`config.mk`:
```
export PLATFORM = sky130hd
export DESIGN_NAME = puzzle_move_ctrl_flat
export DESIGN_NICKNAME = d
export VERILOG_FILES = /design/src/rtl/puzzle_pkg.sv /design/src/rtl/puzzle_move_ctrl_if.sv /design/src/rtl/puzzle_move_calc.sv /design/src/rtl/puzzle_move_ctrl.sv /design/src/flat_wrapper.sv
export SDC_FILE = /design/constraint.sdc
export NUM_CORES = 1
export LEC_CHECK = 0
export CAP_MARGIN = 20
export CORE_UTILIZATION = 48
export CTS_CLUSTER_SIZE = 40
export DETAILED_ROUTE_END_ITERATION = 8
export MAX_ROUTING_LAYER = met4
export PLACE_DENSITY = 0.76
export SETUP_SLACK_MARGIN = 0.1
export SLEW_MARGIN = 20
export SYNTH_ARGS = -nofsm -noshare
export SYNTH_HDL_FRONTEND = slang
export SYNTH_SLANG_ARGS = --single-unit
```
`constraint.sdc`:
```
create_clock -name clk -period 4.3 [get_ports clk]
set_input_delay 0.645 -clock clk [delete_from_list [all_inputs] [get_ports clk]]
set_output_delay 0.645 -clock clk [all_outputs]
set_load 0.005 [all_outputs]
```
`src/rtl/puzzle_pkg.sv`:
```
// puzzle_pkg: board geometry, direction/state encodings and register map
// shared by the five-puzzle move sequencer and its move calculator.
package puzzle_pkg;
   localparam int CELL_W = 3;
   localparam int NCELL  = 6;
   localparam int COLS   = 3;
   localparam int BW     = CELL_W * NCELL;

   localparam logic [1:0] DIR_UP    = 2'b00;
   localparam logic [1:0] DIR_DOWN  = 2'b01;
   localparam logic [1:0] DIR_LEFT  = 2'b10;
   localparam logic [1:0] DIR_RIGHT = 2'b11;

   localparam logic [3:0] BOARD_REG = 4'd0;
   localparam logic [3:0] CNT_REG   = 4'd1;
   localparam logic [3:0] ORD_REG   = 4'd2;

   localparam logic [BW-1:0] GOAL        = 18'b001010011100101000;
   localparam logic [BW-1:0] RESET_BOARD = 18'b001011101100010000;

   typedef enum logic [2:0] {
      S_IDLE, S_RD0, S_RD1, S_CALC, S_WR_B, S_WR_C, S_WR_O, S_DONE
   } state_e;

   // Cell 0 sits in the most significant field of the board word.
   function automatic logic [CELL_W-1:0] cell_at(input logic [BW-1:0] b, input int i);
      return b[(NCELL-1-i)*CELL_W +: CELL_W];
   endfunction
endpackage

```
`src/rtl/puzzle_move_ctrl_if.sv`:
```
// puzzle_move_ctrl_if: command handshake, register-file port and status
// signals of the move sequencer; master is the sequencer side.
interface puzzle_move_ctrl_if #(parameter int W = 40);
   logic         cmd_valid;
   logic [1:0]   cmd_dir;
   logic         cmd_ready;
   logic [3:0]   src0, src1, dst;
   logic [W-1:0] data0, data1, data;
   logic         we, busy, done, illegal, solved;

   modport master (
      input  cmd_valid, cmd_dir, data0, data1,
      output cmd_ready, src0, src1, dst, we, data, busy, done, illegal, solved
   );
   modport slave (
      output cmd_valid, cmd_dir, data0, data1,
      input  cmd_ready, src0, src1, dst, we, data, busy, done, illegal, solved
   );
endinterface

```
`src/rtl/puzzle_move_calc.sv`:
```
// puzzle_move_calc: finds the blank (lowest empty cell), checks the move
// against the 2x3 edges and returns the board with blank and neighbour swapped.
module puzzle_move_calc
   import puzzle_pkg::*;
(
   input  logic [BW-1:0] board_i,
   input  logic [1:0]    dir_i,
   output logic [BW-1:0] new_board_o,
   output logic          illegal_o
);
   logic [2:0]        blank, nb;
   logic              found, bottom;
   logic [1:0]        col;
   logic [CELL_W-1:0] nb_val;
   logic [BW-1:0]     swapped;

   // Scan high to low so the last hit is the lowest blank index.
   always_comb begin
      blank = '0;
      found = 1'b0;
      for (int i = NCELL-1; i >= 0; i--)
         if (cell_at(board_i, i) == '0) begin
            blank = 3'(i);
            found = 1'b1;
         end
   end

   assign bottom = blank >= 3'(COLS);
   assign col    = 2'(bottom ? blank - 3'(COLS) : blank);

   assign illegal_o = !found
                   || (dir_i == DIR_UP    && !bottom)
                   || (dir_i == DIR_DOWN  &&  bottom)
                   || (dir_i == DIR_LEFT  && col == 2'd0)
                   || (dir_i == DIR_RIGHT && col == 2'(COLS-1));

   assign nb = dir_i == DIR_UP   ? blank - 3'(COLS) :
               dir_i == DIR_DOWN ? blank + 3'(COLS) :
               dir_i == DIR_LEFT ? blank - 3'd1 : blank + 3'd1;

   always_comb begin
      nb_val = '0;
      for (int i = 0; i < NCELL; i++)
         if (3'(i) == nb) nb_val = cell_at(board_i, i);
   end

   always_comb begin
      swapped = board_i;
      for (int i = 0; i < NCELL; i++)
         swapped[(NCELL-1-i)*CELL_W +: CELL_W] = 3'(i) == blank ? nb_val :
                                                 3'(i) == nb    ? '0 : cell_at(board_i, i);
   end

   assign new_board_o = illegal_o ? board_i : swapped;
endmodule

```
`src/rtl/puzzle_move_ctrl.sv`:
```
// puzzle_move_ctrl: per command reads board/count/order from the register
// file, slides the blank, writes the three registers back and reports status.
module puzzle_move_ctrl
   import puzzle_pkg::*;
#(
   parameter int W = 40
)(
   input  logic clk,
   input  logic rst_n,
   puzzle_move_ctrl_if.master mv
);
   state_e        state_q, state_d;
   logic [1:0]    dir_q, dir_d;
   logic [BW-1:0] board_q, board_d, new_board;
   logic [W-1:0]  cnt_q, cnt_d, ord_q, ord_d;
   logic          ill_q, ill_d, sol_q, sol_d, calc_ill;
   logic          unused_data0;

   assign unused_data0 = ^mv.data0[W-1:BW];

   puzzle_move_calc u_calc (
      .board_i     (board_q),
      .dir_i       (dir_q),
      .new_board_o (new_board),
      .illegal_o   (calc_ill)
   );

   always_ff @(posedge clk or negedge rst_n)
      if (!rst_n) begin
         state_q <= S_IDLE;
         dir_q   <= '0;
         board_q <= '0;
         cnt_q   <= '0;
         ord_q   <= '0;
         ill_q   <= 1'b0;
         sol_q   <= 1'b0;
      end else begin
         state_q <= state_d;
         dir_q   <= dir_d;
         board_q <= board_d;
         cnt_q   <= cnt_d;
         ord_q   <= ord_d;
         ill_q   <= ill_d;
         sol_q   <= sol_d;
      end

   // CALC overwrites the read values with the results, so the write states
   // drive registered data only.
   always_comb begin
      state_d = state_q;
      dir_d   = dir_q;
      board_d = board_q;
      cnt_d   = cnt_q;
      ord_d   = ord_q;
      ill_d   = ill_q;
      sol_d   = sol_q;
      case (state_q)
         S_IDLE: if (mv.cmd_valid) begin
            dir_d   = mv.cmd_dir;
            state_d = S_RD0;
         end
         S_RD0: begin
            board_d = mv.data0[BW-1:0];
            cnt_d   = mv.data1;
            state_d = S_RD1;
         end
         S_RD1: begin
            ord_d   = mv.data1;
            state_d = S_CALC;
         end
         S_CALC: begin
            board_d = new_board;
            cnt_d   = cnt_q + W'(1);
            ord_d   = {ord_q[W-3:0], dir_q};
            ill_d   = calc_ill;
            sol_d   = !calc_ill && new_board == GOAL;
            state_d = calc_ill ? S_DONE : S_WR_B;
         end
         S_WR_B:  state_d = S_WR_C;
         S_WR_C:  state_d = S_WR_O;
         S_WR_O:  state_d = S_DONE;
         default: state_d = S_IDLE;
      endcase
   end

   assign mv.cmd_ready = state_q == S_IDLE;
   assign mv.busy      = state_q != S_IDLE;
   assign mv.done      = state_q == S_DONE;
   assign mv.illegal   = mv.done && ill_q;
   assign mv.solved    = mv.done && sol_q;
   assign mv.src0      = BOARD_REG;
   assign mv.src1      = state_q == S_RD1 ? ORD_REG : CNT_REG;
   assign mv.we        = state_q inside {S_WR_B, S_WR_C, S_WR_O};
   assign mv.dst       = state_q == S_WR_B ? BOARD_REG :
                         state_q == S_WR_C ? CNT_REG   :
                         state_q == S_WR_O ? ORD_REG   : '0;
   assign mv.data      = state_q == S_WR_B ? W'(board_q) :
                         state_q == S_WR_C ? cnt_q       :
                         state_q == S_WR_O ? ord_q       : '0;
endmodule
```
`src/flat_wrapper.sv`:
```
// flat-port wrapper written by rule: the top's interface ports become plain ports
module puzzle_move_ctrl_flat import puzzle_pkg::*;
#(
   parameter int W = 40
)
  (clk, rst_n, mv_cmd_valid, mv_cmd_dir, mv_data0, mv_data1, mv_cmd_ready, mv_src0, mv_src1, mv_dst, mv_we, mv_data, mv_busy, mv_done, mv_illegal, mv_solved);
  puzzle_move_ctrl_if #(.W(W)) mv_i ();
  input  logic clk;
  input  logic rst_n;
  input wire logic [$bits(mv_i.cmd_valid)-1:0] mv_cmd_valid;
  input wire logic [$bits(mv_i.cmd_dir)-1:0] mv_cmd_dir;
  input wire logic [$bits(mv_i.data0)-1:0] mv_data0;
  input wire logic [$bits(mv_i.data1)-1:0] mv_data1;
  output wire logic [$bits(mv_i.cmd_ready)-1:0] mv_cmd_ready;
  output wire logic [$bits(mv_i.src0)-1:0] mv_src0;
  output wire logic [$bits(mv_i.src1)-1:0] mv_src1;
  output wire logic [$bits(mv_i.dst)-1:0] mv_dst;
  output wire logic [$bits(mv_i.we)-1:0] mv_we;
  output wire logic [$bits(mv_i.data)-1:0] mv_data;
  output wire logic [$bits(mv_i.busy)-1:0] mv_busy;
  output wire logic [$bits(mv_i.done)-1:0] mv_done;
  output wire logic [$bits(mv_i.illegal)-1:0] mv_illegal;
  output wire logic [$bits(mv_i.solved)-1:0] mv_solved;
  assign mv_i.cmd_valid = mv_cmd_valid;
  assign mv_i.cmd_dir = mv_cmd_dir;
  assign mv_i.data0 = mv_data0;
  assign mv_i.data1 = mv_data1;
  assign mv_cmd_ready = mv_i.cmd_ready;
  assign mv_src0 = mv_i.src0;
  assign mv_src1 = mv_i.src1;
  assign mv_dst = mv_i.dst;
  assign mv_we = mv_i.we;
  assign mv_data = mv_i.data;
  assign mv_busy = mv_i.busy;
  assign mv_done = mv_i.done;
  assign mv_illegal = mv_i.illegal;
  assign mv_solved = mv_i.solved;
  puzzle_move_ctrl #(.W(W)) u_core (.clk(clk), .rst_n(rst_n), .mv(mv_i));
endmodule
```
==> results.md, run 1 <==
- Run status: finished clean
- CP endpoint: u_core.sol_q
- Netlist cell types: 68
- Total power: 9.55 mW
- Routed via count: 7576
- Number of nets with antenna violations after routing: 0
- Full die area: 15900 sq um
- Delay contributed by the slowest stage of the critical path: 470 ps
- Clock transition at path regs: 70 ps
- FF+latch area: 2630 sq um
- Worst slew margin relative to its limit: 31.5%
- Worst R2R Setup Slack: 30 ps
- Path class of the lowest-slack min-delay path: in2async
- Multi-input gate area in the final layout: 4560 sq um
- Largest cells by area after synthesis: sky130_fd_sc_hd__dfrtp_1 36%, sky130_fd_sc_hd__mux2i_1 9.6%, sky130_fd_sc_hd__o21ai_0 7.4%
- Arrival time at the worst endpoint: 4560 ps
- Routed wirelength normalized by instance count: 19.1 um
- Compound-gate portion of the synthesized area: 24.0%
- Share of final-layout standard cells stronger than drive strength 1: 15.5%
- CTS tree: yes
- Core box area: 14800 sq um
- Final hold viol count: 0
- Proportion of netlist area held by the largest area contributor: 35.6%
- Worst r2r src: u_core.board_q[4]
- Placement-stage worst setup slack: -101 ps
- Cell at the root of the clock tree: sky130_fd_sc_hd__clkbuf_16
- Initial standard-cell utilization of the core: 50.0%
- Yosys synthesis warning count: 0
- Max_cap viols: 0
- FFs w/ async S/R, synth: 100%
- Reported leakage power: 4.14 nW
- Series of cell instances along the critical path: or3_4, a211o_1, nand2_4, inv_4, ha_4, ha_4, or3b_1, a22o_1, a21oi_2, buf_4, nand3_4, nor2_4, nor3_4, a22o_1, or4_1, or4b_1, o21ai_1
- Count of clock tree sinks: 105
- Register-to-Register Path Depth: 17
- Layout fillers: 1280
- Width of the chip: 126 um
- Number of top-level pins: 143
- Detailed Route WL: 23600 um
- Dominant combinational cell family by area after synthesis: compound AO/OA/AOI/OAI gates
- Standard cell with the maximum stage delay on the critical path: sky130_fd_sc_hd__or4b_1
- DRC Markers: 0
- Tmin final: 4270 ps
- Number of standard cells in the final layout excluding fillers: 1239
- Reg-to-Reg End: u_core.sol_q
- Number of antenna violations at the first check in global routing: 0
- Pwr/cell area: 995 nW/um^2
- Site Rows: 44
- Worst voltage drop across the vdd grid: 0.431 mV
- Unrepaired setup endpoints after global routing: true
- Final setup vio count: 0
- Data required time at the worst endpoint: 4590 ps
- RD Place Congestion: 0.954
- Worst Setup End Kind: flip-flop
- CTS Buf Count: 9
- Biggest area consumer among synthesized cells: sky130_fd_sc_hd__dfrtp_1
- Initial DRC Count: 751
- Commonest non-fill, non-tap cell in the layout: sky130_fd_sc_hd__nand2_1
- Core utilization of the finished layout: 65.1%
- Overall global routing resource usage: 31.5%
- Die Y-Extent: 126 um
- Clock insertion delay at the later pin of the skew report: 370 ps
- Worst setup path class: reg2reg
- Number of buffers on the longest clock path: 2
- Growth of design area from synthesis to finish: 30.0%
- Share of the cycle needed by the critical path after routing: 99.4%
- Vias per std cell: 6.11
- Fraction of the yosys area taken by sequential cells: 35.6%
- Startpoint class of the critical path: flip-flop
- Total standard cell area after synthesis: 7380 sq um
- Max frequency: 234 MHz
- Transition at the pin with the smallest max-transition slack: 1020 ps
- Layout Skew: 11.4 ps
- Total Nets Final: 1144
- Count of H-tree levels built during CTS: 3
- Largest net degree at the start of global routing: 57
- Number of diodes added for antenna fixing: 0
- Multiplexer area fraction after synthesis: 10.4%
- Length of the first detailed-routing pass in iterations: 7
- Final worst slack: 25.9 ps
- Number of synthesized flops with an enable pin: 0
- Adder and majority cell fraction of the synthesized area: 1.36%
- Mean cell area of the mapped netlist: 8.24 sq um
- # port buffers: 112
- Wire length of the first global-routing pass: 38000 um
- Count of mapped cells out of synthesis: 896
- Xor-xnor portion of the synthesized cell area: 0.441%
- Max Fanout on Critical Path: 4
- Vias in the first global route: 6923
- Simple-Gate Fraction of Synth Area: 23.1%
- Placed instance count: 1215
- Flops & latches, synth: 105
- HPWL Detailed: 16800 um
- Worst setup path start: u_core.board_q[4]
- Commonest register cell after synthesis: sky130_fd_sc_hd__dfrtp_1
- Max-slew violation count: 0
- Leftover overflow at the end of global routing: 0
- Commonest cells after routing, fill and taps aside: 116 x sky130_fd_sc_hd__nand2_1, 111 x sky130_fd_sc_hd__clkdlybuf4s50_1, 109 x sky130_fd_sc_hd__o21ai_0
[layer usage]
layer	vias to the layer above	wire length [um]	global-route usage (%)
met5	-	0	-
met2	319	10700	45.9
met3	43	1380	4.33
li1	3563	-	-
met4	0	576	10.5
met1	3651	11000	44.9
[timing repair]
action,in CTS,in global routing
pin swaps,14,10
setup buffers,8,1
gates resized for setup,13,6
setup endpoints to repair,1,1
hold buffers,0,0
cloned,0,0
[how the worst min path moves through the flow]
stage | from | to | slack, ps | cells after the start
3_3_place_gp | u_core.ord_q[38] | u_core.ord_q[38] | 460 | 2
5_1_grt | rst_n | u_core.ord_q[35] | 390 | 1
3_5_place_dp | u_core.ord_q[39] | u_core.ord_q[39] | 470 | 2
2_1_floorplan | rst_n | u_core.board_q[0] | 350 | 0
4_1_cts | rst_n | u_core.ord_q[35] | 360 | 1
6_report | rst_n | u_core.cnt_q[33] | 340 | 1
[sequential cells by signal, indices dropped and copies added, names as in the netlist]
signal	cells
u_core.state_q	3
u_core.dir_q	2
u_core.ord_q	40
u_core.board_q	18
u_core.ill_q	1
u_core.cnt_q	40
u_core.sol_q	1
[cells by family (layout without fill, tap and decap cells)]
logic type | count (synthesis) | in the layout
buf+inv | 86 | 238
simple gates | 333 | 333
xor+xnor | 2 | 2
mux | 76 | 76
fa+ha+maj | 8 | 8
other cells | 1 | 8
flops | 105 | 105
compound gates | 285 | 285
[synthesized netlist by cell type, types with 3 or more instances]
master / count
sky130_fd_sc_hd__o22ai_1: 29
sky130_fd_sc_hd__nand4_1: 3
sky130_fd_sc_hd__buf_1: 6
sky130_fd_sc_hd__or2_2: 4
sky130_fd_sc_hd__a31oi_1: 6
sky130_fd_sc_hd__or3_1: 6
sky130_fd_sc_hd__a211oi_1: 4
sky130_fd_sc_hd__or4b_1: 3
sky130_fd_sc_hd__mux2_2: 5
sky130_fd_sc_hd__a211o_1: 4
sky130_fd_sc_hd__o21a_1: 4
sky130_fd_sc_hd__a2bb2oi_1: 3
sky130_fd_sc_hd__and3_1: 26
sky130_fd_sc_hd__nor2b_1: 27
sky130_fd_sc_hd__o21ai_1: 4
sky130_fd_sc_hd__nor3_4: 3
sky130_fd_sc_hd__mux2i_1: 71
sky130_fd_sc_hd__nand2b_1: 9
sky130_fd_sc_hd__o21ai_0: 109
sky130_fd_sc_hd__nor2_1: 39
sky130_fd_sc_hd__nand2_1: 118
sky130_fd_sc_hd__and4_1: 3
sky130_fd_sc_hd__clkbuf_1: 52
sky130_fd_sc_hd__a22o_1: 6
sky130_fd_sc_hd__a221o_1: 5
sky130_fd_sc_hd__and2_1: 28
sky130_fd_sc_hd__nor3_1: 13
sky130_fd_sc_hd__a31o_2: 3
sky130_fd_sc_hd__a21oi_1: 52
sky130_fd_sc_hd__dfrtp_1: 105
sky130_fd_sc_hd__a211oi_2: 4
sky130_fd_sc_hd__buf_4: 10
sky130_fd_sc_hd__a22oi_1: 30
sky130_fd_sc_hd__inv_1: 14
sky130_fd_sc_hd__nand3_1: 41
sky130_fd_sc_hd__ha_1: 8
[critical path, delay by kind of cell (launching register included)]
family | cells | cell delay, ps
adder cells (fa/ha/maj) | 2 | 430
AO/OA/AOI/OAI | 5 | 1100
flip-flops | 1 | 380
AND/OR/NAND/NOR | 8 | 2080
buffers and inverters | 2 | 190
[through the flow]
| stage | cell area, sq um | setup TNS [ps] | hold WS, ps |
|---|---|---|---|
| CTS | 9550 | 0 | 363 |
| global placement | 9150 | -39.3 | 463 |
| floorplan | 7450 | 0 | 349 |
| finish | 9600 | 0 | 338 |
| detailed placement | 9150 | -101 | 474 |
| global route | 9600 | -150 | 394 |
[cell type report]
class / count / share of cell area (%)
Clock inverter: 3 / 0.443
Clock buffer: 12 / 2.46
Sequential cell: 105 / 27.4
Inverter: 15 / 0.613
Multi-Input combinational cell: 712 / 47.5
Tap cell: 184 / 2.40
Timing Repair Buffer: 208 / 19.2
[power by group]
group	switching [mW]	leakage, nW	internal [mW]
Combinational	3.58	2.71	3.18
Clock	0.374	0.133	0.449
Sequential	0.521	1.29	1.45
Total	4.47	4.14	5.08
Power figures use the tool's default switching activity.
==> inputs of run 2 (changes only) <==
Settings changed: CAP_MARGIN 20 to default.
==> results of run 2 <==
The final DEF is identical to that of run 1; final timing and power are the same.
